[config.mk]
export PLATFORM = sky130hd
export DESIGN_NAME = openila_decompress
export DESIGN_NICKNAME = d
export VERILOG_FILES = /design/src/rtl/openila_pkg.sv /design/src/rtl/openila_decompress.sv
export SDC_FILE = /design/constraint.sdc
export NUM_CORES = 1
export LEC_CHECK = 0
export CAP_MARGIN = 15
export CORE_MARGIN = 2
export CORE_UTILIZATION = 57
export CTS_CLUSTER_SIZE = 28
export DETAILED_ROUTE_END_ITERATION = 8
export GPL_TIMING_DRIVEN = 0
export PLACE_DENSITY = 0.88
export SLEW_MARGIN = 30
export SYNTH_ARGS = -nofsm -noshare
export SYNTH_HDL_FRONTEND = slang
export SYNTH_SLANG_ARGS = --single-unit
[constraint.sdc]
create_clock -name clk -period 3.9 [get_ports clk]
set_input_delay 0.78 -clock clk [delete_from_list [all_inputs] [get_ports clk]]
set_output_delay 0.78 -clock clk [all_outputs]
set_load 0.02 [all_outputs]
[src/rtl/openila_pkg.sv]
// Shared definitions for the OpenILA simple-mode codec: codeword tags,
// memory-word width helper and the decompressor state type.
package openila_pkg;

    localparam logic CW_TAG_LITERAL = 1'b0;
    localparam logic CW_TAG_RUN     = 1'b1;

    // Capture memory word = one tag bit plus the sample/count payload.
    function automatic int w_mem(input int w_sample);
        return w_sample + 1;
    endfunction

    typedef enum logic {
        LOAD = 1'b0,
        RUN  = 1'b1
    } dec_state_e;

endpackage

[src/rtl/openila_decompress.sv]
// Expands the simple-mode compressed capture stream into one raw sample per captured cycle.
// Optional sample index output (dout_idx) enabled by `OPENILA_DECOMPRESS_TSTAMP_EN.
//
// state | meaning
// LOAD  | accepting codewords; a literal or the first beat of a run is emitted on accept
// RUN   | replaying prev for the remaining beats of a run word; no codeword accepted
module openila_decompress
    import openila_pkg::*;
#(
    parameter int W_SAMPLE  = 8,
    parameter int W_COUNT   = 8,
    parameter int W_TSTAMP  = 32,
    localparam int W_MEM    = w_mem(W_SAMPLE)
) (
    input  logic                clk,
    input  logic                rst_n,
    input  logic                clr,
    input  logic [W_MEM-1:0]    cw,
    input  logic                cw_valid,
    output logic                cw_ready,
    output logic [W_SAMPLE-1:0] dout,
    output logic                dout_valid,
    input  logic                dout_ready,
    output logic                busy
`ifdef OPENILA_DECOMPRESS_TSTAMP_EN
    ,
    output logic [W_TSTAMP-1:0] dout_idx
`endif
);

    if (W_COUNT != W_SAMPLE) begin : g_bad_count
        $error("openila_decompress: W_COUNT must equal W_SAMPLE");
    end
    if (W_TSTAMP < 1) begin : g_bad_tstamp
        $error("openila_decompress: W_TSTAMP must be at least 1");
    end

    localparam logic [W_COUNT:0] CTR_ONE  = (W_COUNT+1)'(1);
    localparam logic [W_COUNT:0] CTR_FULL = {1'b1, {W_COUNT{1'b0}}};

    dec_state_e          state_q, state_d;
    logic [W_COUNT:0]    run_ctr_q, run_ctr_d;
    logic [W_SAMPLE-1:0] prev_q, prev_d;
    logic [W_SAMPLE-1:0] dout_q, dout_d;
    logic                dout_valid_q, dout_valid_d;

    logic                advance;
    logic                cw_accept;
    logic                cw_is_run;
    logic [W_SAMPLE-1:0] cw_payload;
    logic [W_COUNT:0]    run_len;

    assign advance    = !dout_valid_q || dout_ready;
    assign cw_ready   = (state_q == LOAD) && advance && !clr;
    assign cw_accept  = cw_valid && cw_ready;
    assign cw_is_run  = (cw[W_MEM-1] == CW_TAG_RUN);
    assign cw_payload = cw[W_SAMPLE-1:0];
    // A zero count encodes the longest run the counter field can express.
    assign run_len    = (cw_payload == '0) ? CTR_FULL : {1'b0, cw_payload};

    always_comb begin
        state_d   = state_q;
        run_ctr_d = run_ctr_q;
        prev_d    = prev_q;
        if (clr) begin
            state_d   = LOAD;
            run_ctr_d = '0;
            prev_d    = '0;
        end else if (state_q == LOAD) begin
            if (cw_accept) begin
                if (cw_is_run) begin
                    run_ctr_d = run_len - CTR_ONE;
                    if (run_len != CTR_ONE) begin
                        state_d = RUN;
                    end
                end else begin
                    prev_d = cw_payload;
                end
            end
        end else if (advance) begin
            run_ctr_d = run_ctr_q - CTR_ONE;
            if (run_ctr_q == CTR_ONE) begin
                state_d = LOAD;
            end
        end
    end

    always_comb begin
        dout_d       = dout_q;
        dout_valid_d = dout_valid_q;
        if (clr) begin
            dout_valid_d = 1'b0;
        end else if (advance) begin
            if (state_q == RUN) begin
                dout_d       = prev_q;
                dout_valid_d = 1'b1;
            end else if (cw_accept) begin
                dout_d       = cw_is_run ? prev_q : cw_payload;
                dout_valid_d = 1'b1;
            end else begin
                dout_valid_d = 1'b0;
            end
        end
    end

    always_ff @(posedge clk or negedge rst_n) begin
        if (!rst_n) begin
            state_q      <= LOAD;
            run_ctr_q    <= '0;
            prev_q       <= '0;
            dout_q       <= '0;
            dout_valid_q <= 1'b0;
        end else begin
            state_q      <= state_d;
            run_ctr_q    <= run_ctr_d;
            prev_q       <= prev_d;
            dout_q       <= dout_d;
            dout_valid_q <= dout_valid_d;
        end
    end

    assign dout       = dout_q;
    assign dout_valid = dout_valid_q;
    assign busy       = (state_q == RUN);

`ifdef OPENILA_DECOMPRESS_TSTAMP_EN
    logic [W_TSTAMP-1:0] dout_idx_q, dout_idx_d;

    always_comb begin
        dout_idx_d = dout_idx_q;
        if (clr) begin
            dout_idx_d = '0;
        end else if (dout_valid_q && dout_ready) begin
            dout_idx_d = dout_idx_q + W_TSTAMP'(1);
        end
    end

    always_ff @(posedge clk or negedge rst_n) begin
        if (!rst_n) begin
            dout_idx_q <= '0;
        end else begin
            dout_idx_q <= dout_idx_d;
        end
    end

    assign dout_idx = dout_idx_q;
`endif

endmodule

# After elaboration in Yosys (flattened, before gate mapping)
# Index checks and enable logic that the tools add are counted.
[totals]
register_bits = 27
[classes]
n_addsub = 2
n_eq_ne = 4
mux = 22
n_bitwise = 2
n_reduce_logical = 15
[op_table]
columns = ["op", "n"]
rows = [
  ["$mux 9", 6],
  ["$mux 8", 5],
  ["$sub 9x1->9 const B", 2],
  ["$mux 1", 11],
  ["$eq 9x1->1 const B", 1],
  ["$ne 9x1->1 const B", 1],
  ["$logic_not 8->1", 1],
  ["$reduce_and 3->1", 2],
  ["$reduce_bool 2->1", 3],
  ["$reduce_bool 3->1", 2],
  ["$logic_and 1x1->1", 3],
  ["$ne 3x2->1 const B", 1],
  ["$logic_not 1->1", 2],
  ["$ne 2x2->1 const B", 1],
  ["$not 1->1", 2],
  ["$reduce_and 2->1", 1],
  ["$logic_or 1x1->1", 1],
]

# Depth between registers and ports, before layout
[logic_depth]
depth_word = 9
mapped_depth = 6
mapped_depth_nobuf = 6

# Least setup slack after synthesis
# Ideal clock, no wire load.
[synth_timing]
kind = "input port to output port"
start = "input port clr"
end = "output port cw_ready"
arrival_time_ns = 1.505
t_required_ns = 3.120
setup_slack_ns = 1.615
cell_stages = 3
n_path_buf = 2
path_cell_list = "buf_6 buf_6 nor3_1"
[synth_via]
elab_chain_cells = 2
[synth_rtl]
columns = ["item", "line", "source"]
rows = [
  ["start: declaration", "openila_decompress.sv:17", "input logic clr,"],
  ["$logic_not 1->1", "openila_decompress.sv:54", "assign cw_ready = (state_q == LOAD) && advance && !clr;"],
  ["$logic_and 1x1->1", "openila_decompress.sv:54", ""],
  ["end: declaration", "openila_decompress.sv:20", "output logic cw_ready,"],
]
# No other way between the ends.

# Final worst setup path
[layout_timing]
start = "input port dout_ready"
end = "output port cw_ready"
[layout_via]
elab_chain_cells = 3
[layout_rtl]
columns = ["item", "line", "source"]
rows = [
  ["start: declaration", "openila_decompress.sv:23", "input logic dout_ready,"],
  ["$logic_or 1x1->1", "openila_decompress.sv:53", "assign advance = !dout_valid_q || dout_ready;"],
  ["$logic_and 1x1->1 (2 in a row)", "openila_decompress.sv:54", ""],
]
# No other way between the ends.

==> metrics list <==
* Outcome: completed
* Wire length of the first global-routing pass: 6460 um
* DPL Wire Length: 2670 um
- Cell Count Post-Placement: 226
- Total of cells resized after clock tree synthesis: 0
- The number of global-route vias before repair came to 1425.
* Total inserted antenna cells: 0
- Critical path startpoint category: primary input
* Hold Fails Final Rpt: 0
* Peak VDD IR: 0.302 mV
- Synthesized instance count: 173
- The tightest min-delay check is of the in2async type.
- Final Routed Wirelength: 3700 um
- The worst setup path is captured at an output pin.
- Setup violations remaining at the end of the flow were counted as 0.
- Final net count: 218
- Remaining number of nets flagged by the antenna check after routing: 0
* Unrepaired setup endpoints after global routing: false
- Wire per inst: 16.1 um
- For this run the aggregate overflow at the end of global routing stands at 0.
* Global placer's final weighted congestion: 0.773
- Kind of critical path: in2out
- CP max-delay cell: sky130_fd_sc_hd__clkdlybuf4s50_1
- The floorplan has 19 rows.
- Setup TNS: 0 ns
- Leak Pwr: 0.793 nW
* Drc violations: 0
- The first routing iteration left 68 violations.
- Port Buffer Count: 22
* Worst-skew pair later-pin latency: 0.33 ns
- R2R Path End: prev_q[7]
- Mean Syn Cell Area: 9.24 sq um
- The tool flagged a number of max-cap violations equal to 0.
* GR Util All Layers: 24.7%
* Maximum operating frequency: 0.343 GHz
- Counting both buffers and inverters, the worst setup path holds a total of 2.
- Along the worst path, the maximum fanout reaches 4.
- Slew Limit Headroom: 38.8%
- Area share of the largest cell type after synthesis: 42.3%
- The Yosys step of the flow raised 0 warnings.
- The finished layout holds 230 standard cells, fillers aside.
- On the worst path, the slowest cell contributes a delay of 0.55 ns.
- Data arrives at the worst endpoint at 2.14 ns.
- CTS Buf Count: 3
- Maximum number of pins on one net before global-route repair: 28
- Number of filler instances in the final layout: 207
* Ratio of cells with drive above 1 in the final layout: 8.04%
- Number of sinks on the clock net: 27
- After detailed routing, the number of vias per cell comes to 6.13.
* Max Clock Skew: 0.00211 ns
- The die covers 0.00324 sq mm.
- STA puts the critical path data required time at 3.12 ns.
- CTS placed an instance of sky130_fd_sc_hd__clkbuf_4 at the clock tree root.
- For the pin with the worst max-slew slack, the measured transition is 0.909 ns.
* Number of synthesized register bits: 27
- Worst reg2reg setup slack: 1.85 ns
* Standard cell core area: 0.00271 sq mm
- The startpoint identified for the worst register-to-register timing path is busy.
- In this run, post-CTS hold repair placed 0 buffers.
- When the netlist entered floorplanning its net count stood at 191.
- The mapped netlist covers 0.00160 sq mm.
* Netlist cell types: 41
- The routed design could run at a clock period as short as 2.92 ns.
- Family with the most delay on the worst path: buffers and inverters
- Once the floorplan was initialized, standard cells occupied 59.0% of the core.
- Count of boundary I/O pins: 25
- Ranked by total cell area, the synthesized netlist is headed by sky130_fd_sc_hd__dfrtp_1 42%, sky130_fd_sc_hd__mux2i_1 5.0%, sky130_fd_sc_hd__nand2b_1 4.3%.
- Portion of the clock cycle consumed by the worst path in the final layout: 74.8%
* Clock-pin slew on the worst setup and hold paths: 0.16 ns
* Cell type with the highest aggregate area in the netlist: sky130_fd_sc_hd__dfrtp_1
- # H-tree levels: 1
* Library cell appearing most often on the critical path: sky130_fd_sc_hd__clkdlybuf4s50_1
* FF-to-FF path depth: 5
- The first TritonRoute pass finished after 4 iterations.
- The number of antenna violations at the first check in global routing is 0.
* Overall via count from detail_route: 1409
- Clock tree buffer depth: 2
- In this run the horizontal extent of the chip is 56.9 um.
- Number of stages on the worst setup path: 4
* CTS tree: done
- Compared with the post-synthesis result, the final layout area differs by 17.6%.
- Total power divided by cell area: 369 mW/mm^2
- Register area share after synthesis: 42.3%
- The number of pins exceeding their max-slew limit in the final report came to 0.
* Vertical extent of the die: 56.9 um
* Critical path cell sequence: clkdlybuf4s50_1 > nor2b_1 > nor3_1 > clkdlybuf4s50_1
- Setup Buffers After CTS: 0
[logic make-up after synthesis]
logic type	synth area share, %
XOR/XNOR	1.64
adder cells (fa/ha/maj)	3.13
flip-flops	42.3
buffers and inverters	4.78
multiplexers	5.01
AO/OA/AOI/OAI	20.0
AND/OR/NAND/NOR	23.2
[synth_stat cells]
master,number
sky130_fd_sc_hd__or2b_1,1
sky130_fd_sc_hd__ha_1,4
sky130_fd_sc_hd__o31a_2,1
sky130_fd_sc_hd__o41ai_1,1
sky130_fd_sc_hd__nand2b_1,11
sky130_fd_sc_hd__a211oi_1,2
sky130_fd_sc_hd__nor3_1,4
sky130_fd_sc_hd__nor2_1,14
sky130_fd_sc_hd__o21ai_0,12
sky130_fd_sc_hd__o22ai_1,1
sky130_fd_sc_hd__buf_6,2
sky130_fd_sc_hd__a21o_1,2
sky130_fd_sc_hd__buf_4,1
sky130_fd_sc_hd__nand2_1,15
sky130_fd_sc_hd__xnor2_1,2
sky130_fd_sc_hd__or3_2,1
sky130_fd_sc_hd__clkbuf_1,4
sky130_fd_sc_hd__nand4_1,1
sky130_fd_sc_hd__a311o_1,1
sky130_fd_sc_hd__nor3b_2,1
sky130_fd_sc_hd__a32o_1,5
sky130_fd_sc_hd__nor4_2,1
sky130_fd_sc_hd__o211ai_1,4
sky130_fd_sc_hd__or4_1,1
sky130_fd_sc_hd__dfrtp_1,27
sky130_fd_sc_hd__a211o_1,1
sky130_fd_sc_hd__o31ai_1,3
sky130_fd_sc_hd__nand3b_1,1
sky130_fd_sc_hd__a21oi_1,13
sky130_fd_sc_hd__xor2_1,1
sky130_fd_sc_hd__inv_1,7
sky130_fd_sc_hd__nor3b_1,2
sky130_fd_sc_hd__nand3_1,6
sky130_fd_sc_hd__a22o_1,2
sky130_fd_sc_hd__mux2i_1,8
sky130_fd_sc_hd__nor2b_1,2
sky130_fd_sc_hd__buf_2,1
sky130_fd_sc_hd__or2_2,1
sky130_fd_sc_hd__or4_4,2
sky130_fd_sc_hd__or3_1,2
sky130_fd_sc_hd__nor4_1,2
[placed cells by master (no fill, tap or decap), types with 2 or more instances in the layout]
cell type                         netlist  routed
sky130_fd_sc_hd__dfrtp_1               27      27
sky130_fd_sc_hd__clkdlybuf4s50_1        0      21
sky130_fd_sc_hd__nand2_1               15      15
sky130_fd_sc_hd__nor2_1                14      14
sky130_fd_sc_hd__a21oi_1               13      13
sky130_fd_sc_hd__o21ai_0               12      12
sky130_fd_sc_hd__nand2b_1              11      11
sky130_fd_sc_hd__mux2i_1                8       8
sky130_fd_sc_hd__inv_1                  7       7
sky130_fd_sc_hd__nand3_1                6       6
sky130_fd_sc_hd__a32o_1                 5       5
sky130_fd_sc_hd__clkbuf_1               4       4
sky130_fd_sc_hd__nor3_1                 4       4
sky130_fd_sc_hd__o211ai_1               4       4
sky130_fd_sc_hd__ha_1                   4       4
sky130_fd_sc_hd__o31ai_1                3       3
sky130_fd_sc_hd__clkbuf_4               0       3
sky130_fd_sc_hd__buf_2                  1       2
sky130_fd_sc_hd__buf_6                  2       2
sky130_fd_sc_hd__nor2b_1                2       2
sky130_fd_sc_hd__or4_4                  2       2
sky130_fd_sc_hd__a21o_1                 2       2
sky130_fd_sc_hd__nor3b_1                2       2
sky130_fd_sc_hd__or3_1                  2       2
sky130_fd_sc_hd__nor4_1                 2       2
sky130_fd_sc_hd__xnor2_1                2       2
sky130_fd_sc_hd__a211oi_1               2       2
sky130_fd_sc_hd__a22o_1                 2       2
[power breakdown]
| group | switching (mW) | internal, mW | total (mW) |
|---|---|---|---|
| clock | 0.0906 | 0.0386 | 0.129 |
| combinational | 0.123 | 0.108 | 0.230 |
| sequential | 0.0238 | 0.311 | 0.335 |
[flip-flops by register name, indices dropped and copies added (netlist names)]
name / count
run_ctr_q: 9
dout: 8
prev_q: 8
busy: 1
dout_valid: 1
[layer usage]
metal	share of wire (%)	routed length [um]	vias to the layer above	track usage (%)
li1	-	-	682	-
met1	46	1710	686	32.6
met2	49	1820	36	43.0
met3	3.9	143	5	2.49
met4	0.81	30	0	7.64
met5	0	0	-	0
[worst max-delay path by stage]
stage / start / to / slack (ns)
2_1_floorplan: clr / cw_ready / 1.61
3_3_place_gp: dout_ready / cw_ready / 1.02
3_5_place_dp: dout_ready / cw_ready / 0.99
4_1_cts: dout_ready / cw_ready / 0.98
5_1_grt: dout_ready / cw_ready / 0.94
6_report: dout_ready / cw_ready / 0.98
[final cells by class]
type	count	area [sq um]	share of cell area, %
multi-input cells	131	846	45.0
inverters	7	26.3	1.40
plain buffers	8	50.0	2.66
clock inverters	1	5.00	0.266
flip-flops and latches	27	676	36.0
clock buffers	3	22.5	1.20
repair buffers	22	215	11.5
well taps	31	38.8	2.06
[stage by stage]
| stage | hold slack, ns | area [sq um] | setup slack, ns | total power, mW | utilization [%] |
|---|---|---|---|---|---|
| 5_1_grt | 0.476 | 1880 | 0.937 | 0.726 | 69.3 |
| 2_1_floorplan | 0.484 | 1600 | 1.61 | 0.476 | - |
| 4_1_cts | 0.452 | 1880 | 0.983 | 0.693 | 69.3 |
| 6_report | 0.423 | 1880 | 0.984 | 0.694 | 69.3 |
| 3_3_place_gp | 0.517 | 1860 | 1.02 | 0.559 | 68.5 |
| 3_5_place_dp | 0.520 | 1850 | 0.985 | 0.568 | 68.3 |
Note: power is estimated with default switching activity, not from simulation.
